File: src/rtl/alsu_req_sequencer_pkg.sv
`default_nettype none
// ============================================================================
//  Module   : alsu_req_sequencer_pkg
//  Purpose  : Command layout, opcodes and FSM states shared by the ALSU
//             request sequencer and its arbiter.
//  Revision : 1.0  initial release
// ============================================================================
package alsu_req_sequencer_pkg;

  localparam int CMD_W  = 16;
  localparam int CTRL_W = 7;

  typedef enum logic [2:0] {
    OP_AND      = 3'd0,
    OP_XOR      = 3'd1,
    OP_ADD      = 3'd2,
    OP_MULT     = 3'd3,
    OP_SHIFT    = 3'd4,
    OP_ROTATE   = 3'd5,
    OP_INVALID6 = 3'd6,
    OP_INVALID7 = 3'd7
  } opcode_e;

  typedef enum logic [1:0] {
    ST_IDLE    = 2'd0,
    ST_ISSUE   = 2'd1,
    ST_WAIT    = 2'd2,
    ST_CAPTURE = 2'd3
  } state_e;

  // ctrl = {cin, serial_in, direction, red_op_A, red_op_B, bypass_A, bypass_B}
  typedef struct packed {
    opcode_e           opcode;
    logic [2:0]        a;
    logic [2:0]        b;
    logic [CTRL_W-1:0] ctrl;
  } cmd_t;

  function automatic logic op_is_legal(input opcode_e op);
    return (op != OP_INVALID6) && (op != OP_INVALID7);
  endfunction

endpackage
`default_nettype wire

File: src/rtl/alsu_req_sequencer_rr_arbiter_2.sv
`default_nettype none
// ============================================================================
//  Module   : rr_arbiter_2
//  Purpose  : Two-way arbiter, round-robin or fixed-priority, one-hot grant.
//  Revision : 1.0  initial release
// ============================================================================
module rr_arbiter_2 #(
  parameter string ARB_MODE = "RR"
) (
  input  logic       clk,
  input  logic       rst,
  input  logic [1:0] valid_i,
  input  logic       accept_i,
  output logic [1:0] grant_o
);

  localparam bit FIXED0 = (ARB_MODE == "FIXED0");

  // Index of the requester served last; reset to 1 so requester 0 goes first.
  logic last_q;

  always_comb begin
    grant_o = 2'b00;
    case (valid_i)
      2'b01:   grant_o = 2'b01;
      2'b10:   grant_o = 2'b10;
      2'b11:   grant_o = (FIXED0 || last_q) ? 2'b01 : 2'b10;
      default: grant_o = 2'b00;
    endcase
  end

  always_ff @(posedge clk) begin
    if (rst) begin
      last_q <= 1'b1;
    end else if (accept_i) begin
      last_q <= grant_o[1];
    end
  end

endmodule
`default_nettype wire

File: src/rtl/alsu_req_sequencer.sv
`default_nettype none
// ============================================================================
//  Module   : alsu_req_sequencer
//  Purpose  : Shares one ALSU between two requesters, one operation at a time,
//             returning id-tagged results; opcodes 6/7 are rejected locally.
//  Revision : 1.0  initial release
// ============================================================================
module alsu_req_sequencer
  import alsu_req_sequencer_pkg::*;
#(
  parameter int    ALSU_LAT = 2,
  parameter string ARB_MODE = "RR"
) (
  input  logic              clk,
  input  logic              rst,
  input  logic              req0_valid,
  input  logic [CMD_W-1:0]  req0_cmd,
  output logic              req0_ready,
  input  logic              req1_valid,
  input  logic [CMD_W-1:0]  req1_cmd,
  output logic              req1_ready,
  output logic              rsp_valid,
  output logic              rsp_id,
  output logic [5:0]        rsp_data,
  output logic              rsp_err,
  output logic              busy,
  output logic [2:0]        alsu_A,
  output logic [2:0]        alsu_B,
  output logic [2:0]        alsu_opcode,
  output logic [CTRL_W-1:0] alsu_ctrl,
  input  logic [5:0]        alsu_out
);

  state_e     state_q;
  cmd_t       cmd_q;
  logic       id_q;
  logic [2:0] cnt_q;
  logic       rsp_valid_q;
  logic       rsp_id_q;
  logic       rsp_err_q;
  logic [5:0] rsp_data_q;

  logic [1:0] grant_d;
  logic       accept_d;
  logic       win_id_d;
  cmd_t       win_cmd_d;

  rr_arbiter_2 #(
    .ARB_MODE (ARB_MODE)
  ) u_arb (
    .clk      (clk),
    .rst      (rst),
    .valid_i  ({req1_valid, req0_valid}),
    .accept_i (accept_d),
    .grant_o  (grant_d)
  );

  assign accept_d   = (state_q == ST_IDLE) && (req0_valid || req1_valid);
  assign req0_ready = accept_d && grant_d[0];
  assign req1_ready = accept_d && grant_d[1];
  assign win_id_d   = grant_d[1];
  assign win_cmd_d  = grant_d[1] ? cmd_t'(req1_cmd) : cmd_t'(req0_cmd);

  always_ff @(posedge clk) begin
    if (rst) begin
      state_q     <= ST_IDLE;
      cmd_q       <= '0;
      id_q        <= 1'b0;
      cnt_q       <= 3'd0;
      rsp_valid_q <= 1'b0;
      rsp_id_q    <= 1'b0;
      rsp_err_q   <= 1'b0;
      rsp_data_q  <= 6'd0;
    end else begin
      rsp_valid_q <= 1'b0;
      case (state_q)
        ST_IDLE: begin
          if (accept_d) begin
            cmd_q <= win_cmd_d;
            id_q  <= win_id_d;
            if (op_is_legal(win_cmd_d.opcode)) begin
              state_q <= ST_ISSUE;
            end else begin
              rsp_valid_q <= 1'b1;
              rsp_err_q   <= 1'b1;
              rsp_data_q  <= 6'd0;
              rsp_id_q    <= win_id_d;
            end
          end
        end
        ST_ISSUE: begin
          cnt_q   <= 3'(ALSU_LAT - 1);
          state_q <= ST_WAIT;
        end
        ST_WAIT: begin
          // The response is registered on entry to CAPTURE so it is visible there.
          if (cnt_q == 3'd0) begin
            state_q     <= ST_CAPTURE;
            rsp_valid_q <= 1'b1;
            rsp_err_q   <= 1'b0;
            rsp_data_q  <= alsu_out;
            rsp_id_q    <= id_q;
          end else begin
            cnt_q <= cnt_q - 3'd1;
          end
        end
        ST_CAPTURE: begin
          state_q <= ST_IDLE;
        end
        default: begin
          state_q <= ST_IDLE;
        end
      endcase
    end
  end

  assign busy        = (state_q != ST_IDLE);
  assign alsu_opcode = busy ? cmd_q.opcode : 3'd0;
  assign alsu_A      = busy ? cmd_q.a      : 3'd0;
  assign alsu_B      = busy ? cmd_q.b      : 3'd0;
  assign alsu_ctrl   = busy ? cmd_q.ctrl   : 7'd0;

  assign rsp_valid = rsp_valid_q;
  assign rsp_id    = rsp_id_q;
  assign rsp_err   = rsp_err_q;
  assign rsp_data  = rsp_data_q;

endmodule
`default_nettype wire

File: config.mk
export PLATFORM = sky130hd
export DESIGN_NAME = alsu_req_sequencer
export DESIGN_NICKNAME = d
export VERILOG_FILES = /design/src/rtl/alsu_req_sequencer_pkg.sv /design/src/rtl/alsu_req_sequencer_rr_arbiter_2.sv /design/src/rtl/alsu_req_sequencer.sv
export SDC_FILE = /design/constraint.sdc
export NUM_CORES = 1
export LEC_CHECK = 0
export ABC_CLOCK_PERIOD_IN_PS = 2270
export BUFFER_PORTS_ARGS = -buffer_cell sky130_fd_sc_hd__buf_2
export CAP_MARGIN = 5
export CORE_ASPECT_RATIO = 1.5
export CORE_MARGIN = 2
export CORE_UTILIZATION = 30
export DETAILED_ROUTE_END_ITERATION = 6
export GPL_ROUTABILITY_DRIVEN = 0
export SKIP_LAST_GASP = 1
export SYNTH_ARGS = -nofsm -noshare
export SYNTH_HDL_FRONTEND = slang
export SYNTH_SLANG_ARGS = --single-unit
File: constraint.sdc
create_clock -name clk -period 2.27 [get_ports clk]
set_input_delay 0.454 -clock clk [delete_from_list [all_inputs] [get_ports clk]]
set_output_delay 0.454 -clock clk [all_outputs]
set_load 0.01 [all_outputs]
# Yosys cells after proc, flatten, opt, wreduce, memory -nomap -nowiden
# Index checks and enable logic that the tools add are counted.
[totals] ff_bits=32 in_bits=42 word_cells=69
[op_classes] add_sub_neg=1 eq_ne=13 n_mux=29 n_reduce_logical=14
[ops] op="two-way mux 6 bit" count=3
[ops] op="two-way mux 16 bit" count=1
[ops] op="two-way mux 3 bit" count=4
[ops] op="one-hot mux 6 bit (2 select lines)" count=1
[ops] op="two-way mux 1 bit" count=9
[ops] op="equality test 2 bit, second input constant" count=4
[ops] op="two-way mux 2 bit" count=4
[ops] op="inequality test 2 bit, second input constant" count=4
[ops] op="one-hot mux 2 bit (4 select lines)" count=1
[ops] op="two-way mux 7 bit" count=1
[ops] op="inequality test 3 bit, second input constant" count=2
[ops] op="one-hot mux 1 bit (2 select lines)" count=3
[ops] op="one-hot mux 2 bit (3 select lines)" count=1
[ops] op="one-hot mux 3 bit (2 select lines)" count=1
[ops] op="nonzero test 2 bit" count=3
[ops] op="equality test 2 x 1 -> 1 bit, second input constant" count=2
[ops] op="logical AND 1 bit" count=4
[ops] op="AND reduction 2 bit" count=2
[ops] op="AND reduction 4 bit" count=1
[ops] op="logical NOT 3 bit" count=1
[ops] op="AND reduction 3 bit" count=1
[ops] op="subtractor 3 x 1 -> 3 bit, second input constant" count=1
[ops] op="logical NOT 2 bit" count=1
[ops] op="inequality test 2 x 1 -> 1 bit, second input constant" count=1
[ops] op="logical OR 1 bit" count=1

# Logic depth before layout (Yosys ltp)
# Gate-level depths: netlist of the first run.
[depth] ltp_word=8 depth_mapped=8 ltp_nobuf=6

# By module
# A second synthesis of the first run with hierarchy kept.
[hier_totals] cells_unflattened=184 hier_area_um2=1662.8
[modules_own_cells] mod="alsu_req_sequencer" n_inst=1 cells_each=178 area_each_um2=1609.0
[modules_own_cells] mod="rr_arbiter_2" n_inst=1 cells_each=6 area_each_um2=53.8

# Worst setup path after synthesis of the first run
# Ideal clock, no wire load.
[synth_path] path_kind="reg2out" startpoint="reg state_q[0]" endpoint="out alsu_A[0]" arrival_time_ns=1.263 required_ns=1.816 path_slack_ns=0.553 path_stages_with_launch=6 path_buffers=2 path_cell_list="dfxtp_1 -> inv_1 -> ha_1 -> clkbuf_1 -> clkbuf_1 -> nor2b_1"
[synth_between] elab_chain_len=2
[synth_rtl] element="from (decl)" line_no="alsu_req_sequencer.sv:34" source="state_e state_q;"
[synth_rtl] element="from (signal assigned)" line_no="alsu_req_sequencer.sv:66" source="state_q <= ST_IDLE;"
[synth_rtl] element="from (signal assigned)" line_no="alsu_req_sequencer.sv:82" source="state_q <= ST_ISSUE;"
[synth_rtl] element="from (signal assigned)" line_no="alsu_req_sequencer.sv:93" source="state_q <= ST_WAIT;"
[synth_rtl] element="nonzero test 2 bit" line_no="alsu_req_sequencer.sv:117" source="assign busy = (state_q != ST_IDLE);"
[synth_rtl] element="two-way mux 3 bit" line_no="alsu_req_sequencer.sv:119" source="assign alsu_A = busy ? cmd_q.a : 3'd0;"
[synth_rtl] element="to (decl)" line_no="alsu_req_sequencer.sv:27" source="output logic [2:0] alsu_A,"
# No other way between the ends.

# Worst setup path after layout of the first run
[layout_path] startpoint="reg state_q[1]" endpoint="out req1_ready"
[layout_between] elab_chain_len=3
[layout_rtl] element="logical NOT 2 bit" line_no="alsu_req_sequencer.sv:58" source="assign accept_d = (state_q == ST_IDLE) && (req0_valid || req1_valid);"
[layout_rtl] element="logical AND 1 bit" line_no="alsu_req_sequencer.sv:58"
[layout_rtl] element="logical AND 1 bit" line_no="alsu_req_sequencer.sv:60" source="assign req1_ready = accept_d && grant_d[1];"
[layout_rtl] element="to (decl)" line_no="alsu_req_sequencer.sv:21" source="output logic req1_ready,"
# No other way between the ends.

==> qor.csv, run 1 <==
stage,metric,value,unit
grt,largest net degree at the start of global routing,24,
detailed_routing,via density per instance,4.53,
worst_setup_path,Worst EP arrival,1.62,ns
worst_setup_path,CP Capture Type,output pin,
placed_design,IO Port Bufs,69,
logic_synthesis,post-synthesis async set-or-reset flop share,0,%
clock_tree,Num CTS Buffers,5,
timing,minimum clock period,2.08,ns
clock_tree,Post-CTS Resized,0,
timing,final hold violations,0,
logic_synthesis,number of synthesized flops with an enable pin,0,
floorplan,DIE HEIGHT,92.8,um
finish,Post-Layout Cell Count,338,
worst_setup_path,Startpoint Class,flop,
logic_synthesis,ys flop type,dfxtp_1,
timing,unrepaired setup endpoints after global routing,no,
timing,clock skew,0.00917,ns
floorplan,Die Wd,63.2,um
power,Internal,1.41,mW
placed_design,HPWL Detailed,2960,um
grt,initial antenna violation count,0,
timing,Least-Margin Pin Slew,0.623,ns
floorplan,row count,32,
timing,Setup TNS Final,0,ns
finish,Layout area overhead,34.1,%
finish,# fillers,586,
clock_tree,total setup buffers inserted after CTS,0,
grt,global route total overflow,0,
clock_tree,Max clock buf depth,2,
detailed_routing,Total Wirelength,3970,um
worst_setup_path,WP data required,1.82,ns
logic_synthesis,Synth area leader,dfxtp_1,
clock_tree,H-tree depth,2,
finish,Antenna Diode Count,0,
power,Psw,0.809,mW
floorplan,Die ar.,0.00586,mm^2
timing,Fmax,481,MHz
detailed_routing,iteration-0 DRC count of the detailed router,59,
run,max cap viols,0,
logic_synthesis,post-synthesis sequential area ratio,40.6,%
grt,vias in the first global route,1581,
floorplan,num ports,70,
power,switching portion of total power,36.4,%
clock_tree,Post-CTS Hold Buffers,0,
power,Peak VDD IR,0.400,mV
floorplan,Placeable Area,0.00512,mm^2
worst_setup_path,Setup CP Type,flop to output pin,
power,Clk pwr share,23.9,%
power,sequential share of power,34.5,%
worst_setup_path,crit-path max FO,16,
timing,Final Max Tran Viols,0,
clock_tree,Worst-path clk slew,0.07,ns
floorplan,Initial Util,30.8,%
detailed_routing,WL per Instance,11.8,um
detailed_routing,total iterations of the first detailed-routing run,4,
grt,Tot GR Track Use,15.0,%
clock_tree,total clock sinks,32,
run_status,status,completed,
detailed_routing,Routed Antenna Nets,0,
clock_tree,"Clk Latency, worst-skew pair",0.28,ns
logic_synthesis,post-synth top area share,40.6,%
logic_synthesis,synthesized area,0.00158,mm^2
finish,layout cells sized above 1,32.6,%
logic_synthesis,synth top area cells,"dfxtp_1, nor2_1, nor2b_1",
clock_tree,clk root buf,clkbuf_8,
clock_tree,CTS tree,done,
placed_design,placed insts,330,
logic_synthesis,Synth cell types,27,
timing,final count of negative-setup-slack endpoints,0,
logic_synthesis,Syn Area/Cell,7.96,um^2
power,Logic pwr share,41.6,%
finish,fin nets,316,
detailed_routing,total number of vias,1531,
power,PwrDens,1050,mW/mm^2
grt,first-pass GRT wire length,7000,um
logic_synthesis,Syn Nets,245,
detailed_routing,Residual DRC,0,
timing,Max-slew headroom,58.4,%
worst_hold_path,Hold Crit Class,input port to flop,
power,Static Leak,1.04,nW
logic_synthesis,Cells after Synth,198,
power,"Power, Total",2.22,mW
logic_synthesis,post-synthesis register bit count,32,
logic_synthesis,synth warn,0,
timing,fin crit share,91.5,%
finish,final core utilization,41.3,%
## routing by layer
layer  wire length [um]  GRT usage [%]  vias to the layer above
met5                  0              0                        -
met4                 38           5.98                        0
met3                162           3.04                        4
met2               2100           28.0                       34
met1               1670           16.2                      701
li1                   -              -                      792
## cells by family (layout without fill, tap and decap cells)
| kind of cell | after synthesis | count (layout) | synth area share, % |
|---|---|---|---|
| and+or+nand+nor | 107 | 107 | 31.5 |
| AOI/OAI and AO/OA | 21 | 21 | 9.76 |
| buffers and inverters | 19 | 91 | 4.76 |
| adders and majority gates | 5 | 5 | 3.97 |
| DFF | 32 | 32 | 40.6 |
| muxes | 14 | 14 | 9.36 |
## critical path: stages, from the launching register on
cell and delay (ns):
dfxtp_1 0.33, inv_1 0.08, ha_1 0.33, buf_4 0.29, nand2_1 0.11, inv_1 0.06
buf_2 0.13
## cell usage in the layout, fill, tap and decap left out
master	synthesis	layout
buf_2	3	69
nor2_1	42	42
dfxtp_1	32	32
nand2_1	21	21
nor2b_1	18	18
mux2i_1	11	11
o21ai_0	9	9
nor3_1	9	9
inv_1	8	8
nor4_1	6	6
buf_4	0	6
nand3_1	5	5
ha_1	5	5
clkbuf_8	0	5
a21oi_1	4	4
a211oi_1	3	3
nand2b_1	2	2
mux2_2	2	2
or2b_1	1	1
a21boi_4	1	1
nand3b_1	1	1
a31oi_4	1	1
and2_1	1	1
and3_1	1	1
a32oi_1	1	1
a31oi_1	1	1
mux2_4	1	1
o221a_2	1	1
clkbuf_1	8	1
bufinv_16	0	1
clkinv_2	0	1
## state kept, by name, indices dropped and copies added (netlist names)
name / flops
cmd_q: 16
cnt_q: 3
id_q: 1
rsp_data: 6
rsp_err: 1
rsp_id: 1
rsp_valid: 1
state_q: 2
u_arb.last_q: 1
## worst paths after layout
| path | start | end | slack [ns] | depth (start not counted) |
|---|---|---|---|---|
| worst min-delay path | req1_cmd[1] | cmd_q[1]$_SDFFE_PP0P_ | 0.43 | 3 |
| worst max register to register | state_q[0]$_SDFFE_PP0P_ | rsp_err$_SDFFE_PP0P_ | 0.50 | 6 |
| worst max-delay path | state_q[1]$_SDFFE_PP0P_ | req1_ready | 0.19 | 6 |
| worst min register to register | cnt_q[0]$_SDFFE_PP0P_ | cnt_q[0]$_SDFFE_PP0P_ | 0.44 | 1 |
## synthesized netlist by cell type (2+ instances only)
cell and n:
nor4_1 6, a211oi_1 3, inv_1 8, nor3_1 9, dfxtp_1 32, mux2i_1 11
nor2b_1 18, o21ai_0 9, nand3_1 5, clkbuf_1 8, buf_2 3, ha_1 5
mux2_2 2, nand2b_1 2, nor2_1 42, a21oi_1 4, nand2_1 21
## area by class of cell
cell class	count	area (um^2)	share of cell area [%]
Multi-Input combinational cell	147	861	40.7
Sequential cell	32	641	30.3
Timing Repair Buffer	75	390	18.5
Tap cell	68	85.1	4.02
Clock buffer	6	72.6	3.43
Clock inverter	2	35.0	1.66
Inverter	8	30.0	1.42
## metrics by stage
| step | setup slack, ns | instance area [um^2] | hold slack [ns] |
|---|---|---|---|
| 2_1_floorplan | 0.553 | 1580 | 0.411 |
| 3_3_place_gp | 0.386 | 2010 | 0.434 |
| 3_5_place_dp | 0.324 | 2010 | 0.424 |
| 4_1_cts | 0.159 | 2110 | 0.421 |
| 5_1_grt | 0.0460 | 2110 | 0.442 |
| 6_report | 0.193 | 2110 | 0.427 |
## power by group through the flow
stage	Combinational (mW)	Sequential (mW)	Clock, mW
floorplan	0.628	0.770	0
detailed placement	0.939	0.780	0
global placement	0.934	0.775	0
CTS	0.944	0.768	0.552
finish	0.924	0.768	0.531
global route	1.05	0.789	0.574
(Power assumes the default switching activity.)
==> inputs of run 2 (changes only) <==
--- a/config.mk
+++ b/config.mk
@@ -8,7 +8,7 @@
 export ABC_CLOCK_PERIOD_IN_PS = 2270
 export BUFFER_PORTS_ARGS = -buffer_cell sky130_fd_sc_hd__buf_2
 export CAP_MARGIN = 5
-export CORE_ASPECT_RATIO = 1.5
+export CORE_ASPECT_RATIO = 1.4
 export CORE_MARGIN = 2
 export CORE_UTILIZATION = 30
 export DETAILED_ROUTE_END_ITERATION = 6
==> run 2 against run 1 <==
Sequential share of layout area increased by 0.58 points. Global-route usage fell by 0.18 points. Register-to-register slack better by 0.04 ns. Highest routed layer unchanged. Die area barely moved. Wire length decreased by 0.58%. Combinational power is essentially flat. Cell area is 1.9% lower. Critical path depth is the same. Clock skew down 0.0016 ns.
==> qor.csv, run 2 (synthesized netlist as in run 1, its figures left out) <==
stage,metric,value,unit,change
run_status,status,completed,,
power,Logic pwr share,44.1,%,+2.5 points
power,switching portion of total power,38.2,%,+1.8 points
clock_tree,CTS tree,done,,
worst_setup_path,critical path's most frequent cell,inv_1,,
floorplan,Placeable Area,0.00512,mm^2,about the same
power,Peak VDD IR,0.431,mV,+7.7%
clock_tree,total clock sinks,32,,unchanged
power,"Power, Total",2.10,mW,-5.7%
finish,# fillers,560,,-4.4%
clock_tree,Max clock buf depth,2,,unchanged
detailed_routing,Total Wirelength,3950,um,-0.58%
clock_tree,H-tree depth,2,,unchanged
grt,GRT met3 Usage,4.26,%,+1.2 points
placed_design,pre-CTS WS,0.354,ns,+0.0307 ns
power,Clk pwr share,19.4,%,-4.5 points
clock_tree,Post-CTS Hold Buffers,0,,unchanged
floorplan,Die ar.,0.00586,mm^2,about the same
timing,Least-Margin Pin Slew,0.612,ns,-0.0113 ns
timing,final count of negative-setup-slack endpoints,0,,unchanged
finish,Reg with most FFs,cmd_q,,
floorplan,DIE HEIGHT,89.8,um,-3.2%
finish,"commonest non-fill, non-tap cell in the layout",buf_2,,
finish,max FFs per register,16,,unchanged
clock_tree,Worst-path clk slew,0.07,ns,about the same
grt,global route total overflow,0,,unchanged
finish,layout cells sized above 1,32.1,%,-0.50 points
floorplan,num ports,70,,unchanged
worst_setup_path,Worst EP arrival,1.57,ns,-0.05 ns
grt,largest net degree at the start of global routing,24,,unchanged
grt,routing usage on met2,26.1,%,-1.9 points
power,sequential share of power,36.5,%,+2.0 points
timing,clock skew,0.00753,ns,-0.00165 ns
placed_design,HPWL Detailed,3010,um,+1.7%
grt,first-pass GRT wire length,6860,um,-2.0%
finish,Layout area overhead,31.6,%,
detailed_routing,iteration-0 DRC count of the detailed router,45,,-24%
grt,met1 Resource Use GR,16.6,%,+0.37 points
clock_tree,Post-CTS Resized,0,,unchanged
detailed_routing,Routed Antenna Nets,0,,unchanged
power,PwrDens,1010,mW/mm^2,-3.9%
worst_setup_path,CP Capture Type,output pin,,
timing,fin crit share,89.3,%,-2.2 points
run,max cap viols,0,,unchanged
worst_hold_path,Hold Crit Class,input port to flop,,
clock_tree,total setup buffers inserted after CTS,0,,unchanged
floorplan,Die Wd,65.3,um,+3.3%
placed_design,IO Port Bufs,69,,unchanged
timing,minimum clock period,2.03,ns,-0.0493 ns
clock_tree,Num CTS Buffers,5,,unchanged
worst_setup_path,Setup CP Type,flop to output pin,,
power,Psw,0.800,mW,-1.1%
detailed_routing,via density per instance,4.54,,+0.34%
floorplan,Initial Util,30.8,%,about the same
floorplan,row count,31,,-3.1%
worst_setup_path,max incr delay on CP,0.32,ns,about the same
timing,Fmax,493,MHz,+2.4%
worst_setup_path,crit-path max FO,17,,+1
grt,Tot GR Track Use,14.8,%,-0.18 points
worst_setup_path,WP data required,1.82,ns,about the same
worst_setup_path,Startpoint Class,flop,,
worst_setup_path,worst-path cell chain,inv_1 > ha_1 > buf_4 > nand2_1 > inv_1 > buf_2,,
timing,unrepaired setup endpoints after global routing,no,,
timing,Max-slew headroom,59.2,%,+0.76 points
power,Internal,1.30,mW,-8.4%
clock_tree,"Clk Latency, worst-skew pair",0.28,ns,about the same
power,Static Leak,1.02,nW,-1.8%
grt,initial antenna violation count,0,,unchanged
timing,Final Max Tran Viols,0,,unchanged
detailed_routing,total number of vias,1518,,-0.85%
finish,fin nets,315,,-0.32%
timing,final setup margin,0.242,ns,+0.0493 ns
detailed_routing,total iterations of the first detailed-routing run,4,,unchanged
clock_tree,clk root buf,clkbuf_8,,
grt,grt peak-use layer,met2,,
timing,Setup TNS Final,0,ns,unchanged
detailed_routing,Residual DRC,0,,unchanged
timing,final hold violations,0,,unchanged
worst_setup_path,"Slowest-stage cell, CP",dfxtp_1,,
detailed_routing,WL per Instance,11.8,um,+0.61%
finish,Antenna Diode Count,0,,unchanged
finish,"commonest non-fill, non-tap cells in the layout","buf_2, nor2_1, dfxtp_1, nand2_1, nor2b_1",,
grt,vias in the first global route,1511,,-4.4%
run 2: cell count changes in the layout (fill, tap and decap cells not counted):
| cell | delta |
|---|---|
| buf_4 | -1 |
| bufinv_16 | -1 |
run 2: worst max-delay path: cells and delay by family (launching register included):
kind,cells,cell delay [ns]
AND/OR/NAND/NOR,1,0.10
buffers and inverters,4,0.56
adder cells (fa/ha/maj),1,0.30
flip-flops,1,0.32
run 2: final timing paths:
path	start	to	slack, ns	cells past startpoint
setup / recovery	state_q[0]$_SDFFE_PP0P_	req1_ready	0.24	6
hold / removal	alsu_out[3]	rsp_data[3]$_SDFFE_PP0P_	0.42	3
setup reg to reg	state_q[0]$_SDFFE_PP0P_	rsp_err$_SDFFE_PP0P_	0.54	6
hold reg to reg	cnt_q[0]$_SDFFE_PP0P_	cnt_q[0]$_SDFFE_PP0P_	0.45	1
run 2: metal layers:
layer	part of all wire (%)	up-vias
li1	-	791
met1	42	680
met2	52	42
met3	4.9	5
met4	1.3	0
met5	0	-
run 2: power by group through the flow:
stage          clock network (mW)  registers [mW]  logic (mW)
3_5_place_dp                    0           0.779       0.935
5_1_grt                     0.444           0.786        1.05
3_3_place_gp                    0           0.774       0.932
6_report                    0.406           0.765       0.925
4_1_cts                     0.425           0.766       0.940
2_1_floorplan                   0           0.770       0.628
run 2: stage by stage:
step / hold slack (ns) / std cells / util [%] / cell area, um^2
finish: 0.420 / 334 / 40.5 / 2070
global route: 0.408 / 334 / 40.5 / 2070
CTS: 0.410 / 334 / 40.5 / 2070
detailed placement: 0.440 / 327 / 39.0 / 2000
global placement: 0.426 / 327 / 39.0 / 2000
floorplan: 0.411 / 198 / - / 1580
run 2: layout make-up:
class | instances | area (um^2) | area share (%)
multi-input cells | 147 | 861 | 41.5
flip-flops and latches | 32 | 641 | 30.9
repair buffers | 74 | 383 | 18.5
well taps | 66 | 82.6 | 3.98
clock buffers | 6 | 72.6 | 3.50
inverters | 8 | 30.0 | 1.45
clock inverters | 1 | 5.00 | 0.241
